### config.mk
export PLATFORM = sky130hd
export DESIGN_NAME = fetch_sequencer
export DESIGN_NICKNAME = d
export VERILOG_FILES = /design/src/rtl/fetch_pkg.sv /design/src/rtl/ret_addr_stack.sv /design/src/rtl/fetch_sequencer.sv
export SDC_FILE = /design/constraint.sdc
export NUM_CORES = 1
export LEC_CHECK = 0
export ABC_CLOCK_PERIOD_IN_PS = 2560
export BUFFER_PORTS_ARGS = -buffer_cell sky130_fd_sc_hd__buf_2
export CAP_MARGIN = 20
export CORE_UTILIZATION = 30
export CTS_BUF_LIST = sky130_fd_sc_hd__clkbuf_4 sky130_fd_sc_hd__clkbuf_8 sky130_fd_sc_hd__clkbuf_16
export DETAILED_ROUTE_END_ITERATION = 7
export PLACE_DENSITY = 0.49
export SETUP_SLACK_MARGIN = 0.3
export SYNTH_ARGS = -nofsm -noshare
export SYNTH_HDL_FRONTEND = slang
export SYNTH_SLANG_ARGS = --single-unit
### constraint.sdc
create_clock -name clk -period 2.56 [get_ports clk]
set_clock_uncertainty 0.05 [all_clocks]
set_input_delay 0.512 -clock clk [delete_from_list [all_inputs] [get_ports clk]]
set_output_delay 0.512 -clock clk [all_outputs]
set_load 0.005 [all_outputs]
### src/rtl/fetch_pkg.sv
// Shared types for the instruction-fetch sequencer: FSM states and the
// PC-control action chosen by the priority decode.
package fetch_pkg;

    typedef enum logic [1:0] {
        IDLE = 2'd0,
        RUN  = 2'd1,
        HALT = 2'd2
    } fetch_state_t;

    typedef enum logic [2:0] {
        ACT_INC  = 3'd0,
        ACT_HOLD = 3'd1,
        ACT_JUMP = 3'd2,
        ACT_RET  = 3'd3,
        ACT_ZERO = 3'd4
    } fetch_act_t;

endpackage

### src/rtl/ret_addr_stack.sv
// Circular return-address stack; a push onto a full stack silently
// overwrites the oldest entry while the count saturates at RAS_DEPTH.
module ret_addr_stack
    import fetch_pkg::*;
#(
    parameter int D         = 10,
    parameter int RAS_DEPTH = 4
) (
    input  logic         clk,
    input  logic         reset,
    input  logic         push,
    input  logic         pop,
    input  logic         clr,
    input  logic [D-1:0] din,
    output logic [D-1:0] top,
    output logic         empty,
    output logic         full
);

    localparam int PW = $clog2(RAS_DEPTH);
    localparam logic [PW:0] FULL_COUNT = (PW + 1)'(RAS_DEPTH);

    logic [D-1:0]  mem [RAS_DEPTH];
    logic [PW-1:0] ptr;
    logic [PW-1:0] ptr_inc;
    logic [PW:0]   count;

    assign ptr_inc = ptr + 1'b1;

    // NOTE: the storage array has no reset; count gates validity, so stale
    // entries are never read as meaningful data.
    always_ff @(posedge clk) begin
        if (push) begin
            mem[ptr_inc] <= din;
        end
    end

    // NOTE: sequential state uses non-blocking assignments so every register
    // samples pre-edge values regardless of statement order.
    always_ff @(posedge clk) begin
        if (reset || clr) begin
            ptr   <= '0;
            count <= '0;
        end else if (push) begin
            ptr <= ptr_inc;
            if (!full) begin
                count <= count + 1'b1;
            end
        end else if (pop && !empty) begin
            ptr   <= ptr - 1'b1;
            count <= count - 1'b1;
        end
    end

    assign top   = mem[ptr];
    assign empty = (count == '0);
    assign full  = (count == FULL_COUNT);

endmodule

### src/rtl/fetch_sequencer.sv
// Fetch controller: IDLE/RUN/HALT sequencing plus the priority decode that
// turns decoder requests into the PC's absjump_en/target controls.
module fetch_sequencer
    import fetch_pkg::*;
#(
    parameter int D         = 10,
    parameter int RAS_DEPTH = 4
) (
    input  logic         clk,
    input  logic         reset,
    input  logic         start,
    input  logic         stall,
    input  logic         halt_req,
    input  logic         br_en,
    input  logic         br_taken,
    input  logic         jmp_en,
    input  logic         call_en,
    input  logic         ret_en,
    input  logic [D-1:0] br_target,
    input  logic [D-1:0] prog_ctr,
    output logic         absjump_en,
    output logic [D-1:0] target,
    output logic         running,
    output logic         done,
    output logic         ras_ovf,
    output logic         ras_unf
);

    fetch_state_t state, state_next;
    fetch_act_t   act;
    logic         push, pop, clr, set_ovf, set_unf;
    logic         ras_empty, ras_full;
    logic [D-1:0] ras_top, ret_addr;

    // Return address wraps modulo 2^D, matching the PC's own increment.
    assign ret_addr = prog_ctr + 1'b1;

    ret_addr_stack #(.D(D), .RAS_DEPTH(RAS_DEPTH)) u_ras (
        .clk   (clk),
        .reset (reset),
        .push  (push),
        .pop   (pop),
        .clr   (clr),
        .din   (ret_addr),
        .top   (ras_top),
        .empty (ras_empty),
        .full  (ras_full)
    );

    // NOTE: every signal assigned here gets a default first so no path
    // leaves it unassigned and no latch is inferred.
    always_comb begin
        state_next = state;
        act        = ACT_HOLD;
        push       = 1'b0;
        pop        = 1'b0;
        clr        = 1'b0;
        set_ovf    = 1'b0;
        set_unf    = 1'b0;
        case (state)
            IDLE: begin
                if (start) state_next = RUN;
            end
            HALT: begin
                if (start) begin
                    act        = ACT_ZERO;
                    clr        = 1'b1;
                    state_next = RUN;
                end
            end
            RUN: begin
                if (stall) begin
                    act = ACT_HOLD;
                end else if (halt_req) begin
                    state_next = HALT;
                end else if (ret_en) begin
                    if (!ras_empty) begin
                        act = ACT_RET;
                        pop = 1'b1;
                    end else begin
                        set_unf    = 1'b1;
                        state_next = HALT;
                    end
                end else if (call_en) begin
                    act     = ACT_JUMP;
                    push    = 1'b1;
                    set_ovf = ras_full;
                end else if (jmp_en || (br_en && br_taken)) begin
                    act = ACT_JUMP;
                end else begin
                    act = ACT_INC;
                end
            end
            default: state_next = IDLE;
        endcase
    end

    // PC reset has priority, so the redirect is suppressed while reset is high.
    always_comb begin
        absjump_en = 1'b1;
        target     = prog_ctr;
        if (reset) begin
            absjump_en = 1'b0;
            target     = '0;
        end else begin
            case (act)
                ACT_INC:  begin absjump_en = 1'b0; target = '0; end
                ACT_JUMP: target = br_target;
                ACT_RET:  target = ras_top;
                ACT_ZERO: target = '0;
                default:  target = prog_ctr;
            endcase
        end
    end

    always_ff @(posedge clk) begin
        if (reset) begin
            state   <= IDLE;
            ras_ovf <= 1'b0;
            ras_unf <= 1'b0;
        end else begin
            state <= state_next;
            if (clr) begin
                ras_ovf <= 1'b0;
                ras_unf <= 1'b0;
            end else begin
                if (set_ovf) ras_ovf <= 1'b1;
                if (set_unf) ras_unf <= 1'b1;
            end
        end
    end

    assign running = (state == RUN);
    assign done    = (state == HALT);

endmodule

==> impl_metrics.json <==
{
  "holdPathStages": 2,
  "power_mw": 2.278,
  "drv_slew": 0,
  "dr.pass1.iters": 5,
  "syn2layout_area_growth_pct": 34.82,
  "synth_area_sq_um": 2716,
  "port_buffers": 44,
  "route.detailed.drc": 0,
  "post-place-ws_ns": -0.1146,
  "grt_pass1_vias": 2185,
  "dieWidth_microns": 97.16,
  "boundaryPins": 45,
  "syn_avg_cell_area_sq_um": 12.58,
  "hold_class": "register to register",
  "nNetsFinal": 333,
  "diodes": 0,
  "placed_cell_area_sq_um": 3292,
  "holdWs_ns": 0.4400,
  "ir_drop_uv": 238.4,
  "yosys.area.top_type": "edfxtp_1",
  "dr.first_iter.drc_count": 148,
  "yosysWarnings": 0,
  "ys_top_cells_by_area": "edfxtp_1 44%, mux4_2 8.3%, dfxtp_1 8.1%, nand3_1 5.3%, ha_1 4.1%",
  "cp-end-kind": "output port",
  "synth_cells": 216,
  "startpoint_type": "register",
  "setup_viol": 10,
  "synth_cell_types": 48,
  "dieArea_sq_um": 9439,
  "slowest_stage": "or3_4",
  "cts_max_level": 2,
  "fin_cells": 402,
  "worst_slew_pin_slew_ns": 0.4290,
  "coreArea_sq_um": 8763,
  "path_cells": "inv_2 -> ha_4 -> nand4bb_4 -> or3_4 -> a21o_4 -> a311oi_2 -> buf_2",
  "arrival_ns": 2.20,
  "gp_congestion": 0.7847,
  "cap_violations": 0,
  "die_h_microns": 97.16,
  "synth_edf_count": 40,
  "synthTopCellsByCount": "40 x edfxtp_1, 29 x nand3_1, 11 x dfxtp_1",
  "synth_most_common_cell": "edfxtp_1",
  "fmax_mhz": 361.8,
  "max_stage_delay_ns": 0.40,
  "period_share": 1.080,
  "leakage_nw": 1.315,
  "vias": 2144,
  "ant_nets": 0,
  "violations": "negative setup slack",
  "status": "finished with violations",
  "setup_slack_ns": -0.2043,
  "fin_tns_setup_ns": -1.796,
  "grt_max_degree": 21,
  "slew_headroom": 0.7123,
  "stdcell_area_sq_um": 3662,
  "reg2reg_slack_ns": 0.41,
  "n_fill_cell": 842,
  "period_needed_ns": 2.764,
  "core.rowCount": 34,
  "grt_pass1_wl_microns": 11790,
  "critPathMaxFanout": 5,
  "start_util": 0.3100,
  "synthFlopType": "edfxtp_1",
  "drive_gt1_frac": 0.5000,
  "min_from": "ras_ovf",
  "root_buffer": "clkbuf_8",
  "wl_per_cell_microns": 18.10,
  "r2r_cells": 10,
  "async_flop_share": 0,
  "dp_cells": 389,
  "report.final.hold_viol_count": 0,
  "place.detailed.hpwl_microns": 4888,
  "crit_required_ns": 2.00,
  "antenna_found_initial": 0,
  "rsz0062_at_grt": "yes",
  "clkLatencyLatePin_ns": 0.30,
  "synth_seq_cells": 51,
  "postSynthNetCount": 256,
  "clkTransAtPathRegs_ns": 0.10,
  "r2r_end": "u_ras.count[2]",
  "drt_wl_total_microns": 7277,
  "synth_top_area_frac": 0.4422,
  "clk_path_buf_depth": 2,
  "final_util": 0.4179,
  "whs_endpoint": "ras_ovf",
  "ys_seq_area_frac": 0.5233,
  "cts_tree": "done",
  "cts_buffers": 5,
  "via_per_inst": 5.333,
  "critical_path_class": "register to output port",
  "grt_usage": 0.1602,
  "clock-sinks": 51,
  "grt-ovfl-total": 0,
  "worstReg2RegStart": "state[0]",
  "p_per_area_nw_per_um2": 622.0
}
-- metal layers --
metal  routed length [microns]  track usage  vias to the layer above
met1                      3348       0.2280                     1050
met3                       526      0.03957                        9
met4                       114      0.04133                        0
met5                         0            0                        -
li1                          -            -                     1009
met2                      3288       0.2438                       76
-- state kept, by name, indices dropped and copies added, names as in the netlist, named ones only --
| name | count |
|---|---|
| ras_ovf | 1 |
| ras_unf | 1 |
| state | 2 |
| u_ras.count | 3 |
| u_ras.mem | 40 |
| u_ras.ptr | 2 |
-- cells by family (layout without fill, tap and decap cells) --
| logic type | after synthesis | after routing | synth area share |
|---|---|---|---|
| xor gates and xnor gates | 8 | 8 | 0.02580 |
| adders and majority gates | 10 | 10 | 0.04883 |
| AOI/OAI and AO/OA | 44 | 45 | 0.1257 |
| muxes | 11 | 11 | 0.08660 |
| and+or+nand+nor | 69 | 69 | 0.1497 |
| DFF | 51 | 51 | 0.5233 |
| buffers and inverters | 23 | 100 | 0.04007 |
-- worst max-delay path by stage --
stage	startpoint	endpoint	slack [ns]	cells past startpoint
2_1_floorplan	state[0]	target[0]	0.28	7
3_3_place_gp	br_en	target[7]	-0.13	7
3_5_place_dp	stall	target[9]	-0.11	6
4_1_cts	state[1]	target[8]	-0.20	7
5_1_grt	state[1]	target[8]	-0.31	9
6_report	state[0]	target[8]	-0.20	7
-- layout by cell type, fill, tap and decap left out, drive strengths merged, types with 2 or more instances in the layout --
cell     n
clkinv   2
o21ai    5
a31oi    2
ha       9
clkbuf   5
nand2    4
dfxtp   11
buf     82
xnor2    7
nand3   29
a211oi  10
or3b     2
or3      3
edfxtp  40
and2     3
and3     8
a21oi    6
a311oi  10
nor3     5
inv     11
nor2b    2
a21o     3
nor2     6
mux4    10
-- final cells by class --
type | instances | area, sq um | share of cell area
flip-flops and latches | 51 | 1424 | 0.3888
multi-input cells | 143 | 1418 | 0.3871
repair buffers | 82 | 556.8 | 0.1520
well taps | 108 | 135.1 | 0.03690
clock buffers | 5 | 68.82 | 0.01879
inverters | 10 | 37.54 | 0.01025
clock inverters | 3 | 22.52 | 0.006150
-- critical path, delay by kind of cell (launching register included) --
| family | cells | cell delay, ns |
|---|---|---|
| AOI/OAI and AO/OA | 2 | 0.50 |
| adders and majority gates | 1 | 0.29 |
| buffers and inverters | 2 | 0.21 |
| DFF | 1 | 0.36 |
| and+or+nand+nor | 2 | 0.54 |
-- what timing repair did --
item,4_1_cts,5_1_grt
endpoints found under the setup margin,12,12
buffers inserted,3,0
hold buffers,0,0
pin swaps,10,3
resized for setup,32,16
gates cloned,2,0
-- report_power, final --
group / total (mW) / internal, mW / switching [mW]
clock: 0.483 / 0.197 / 0.286
sequential: 0.921 / 0.911 / 0.00990
combinational: 0.874 / 0.429 / 0.446
total: 2.28 / 1.54 / 0.741
Power figures use the tool's default switching activity.
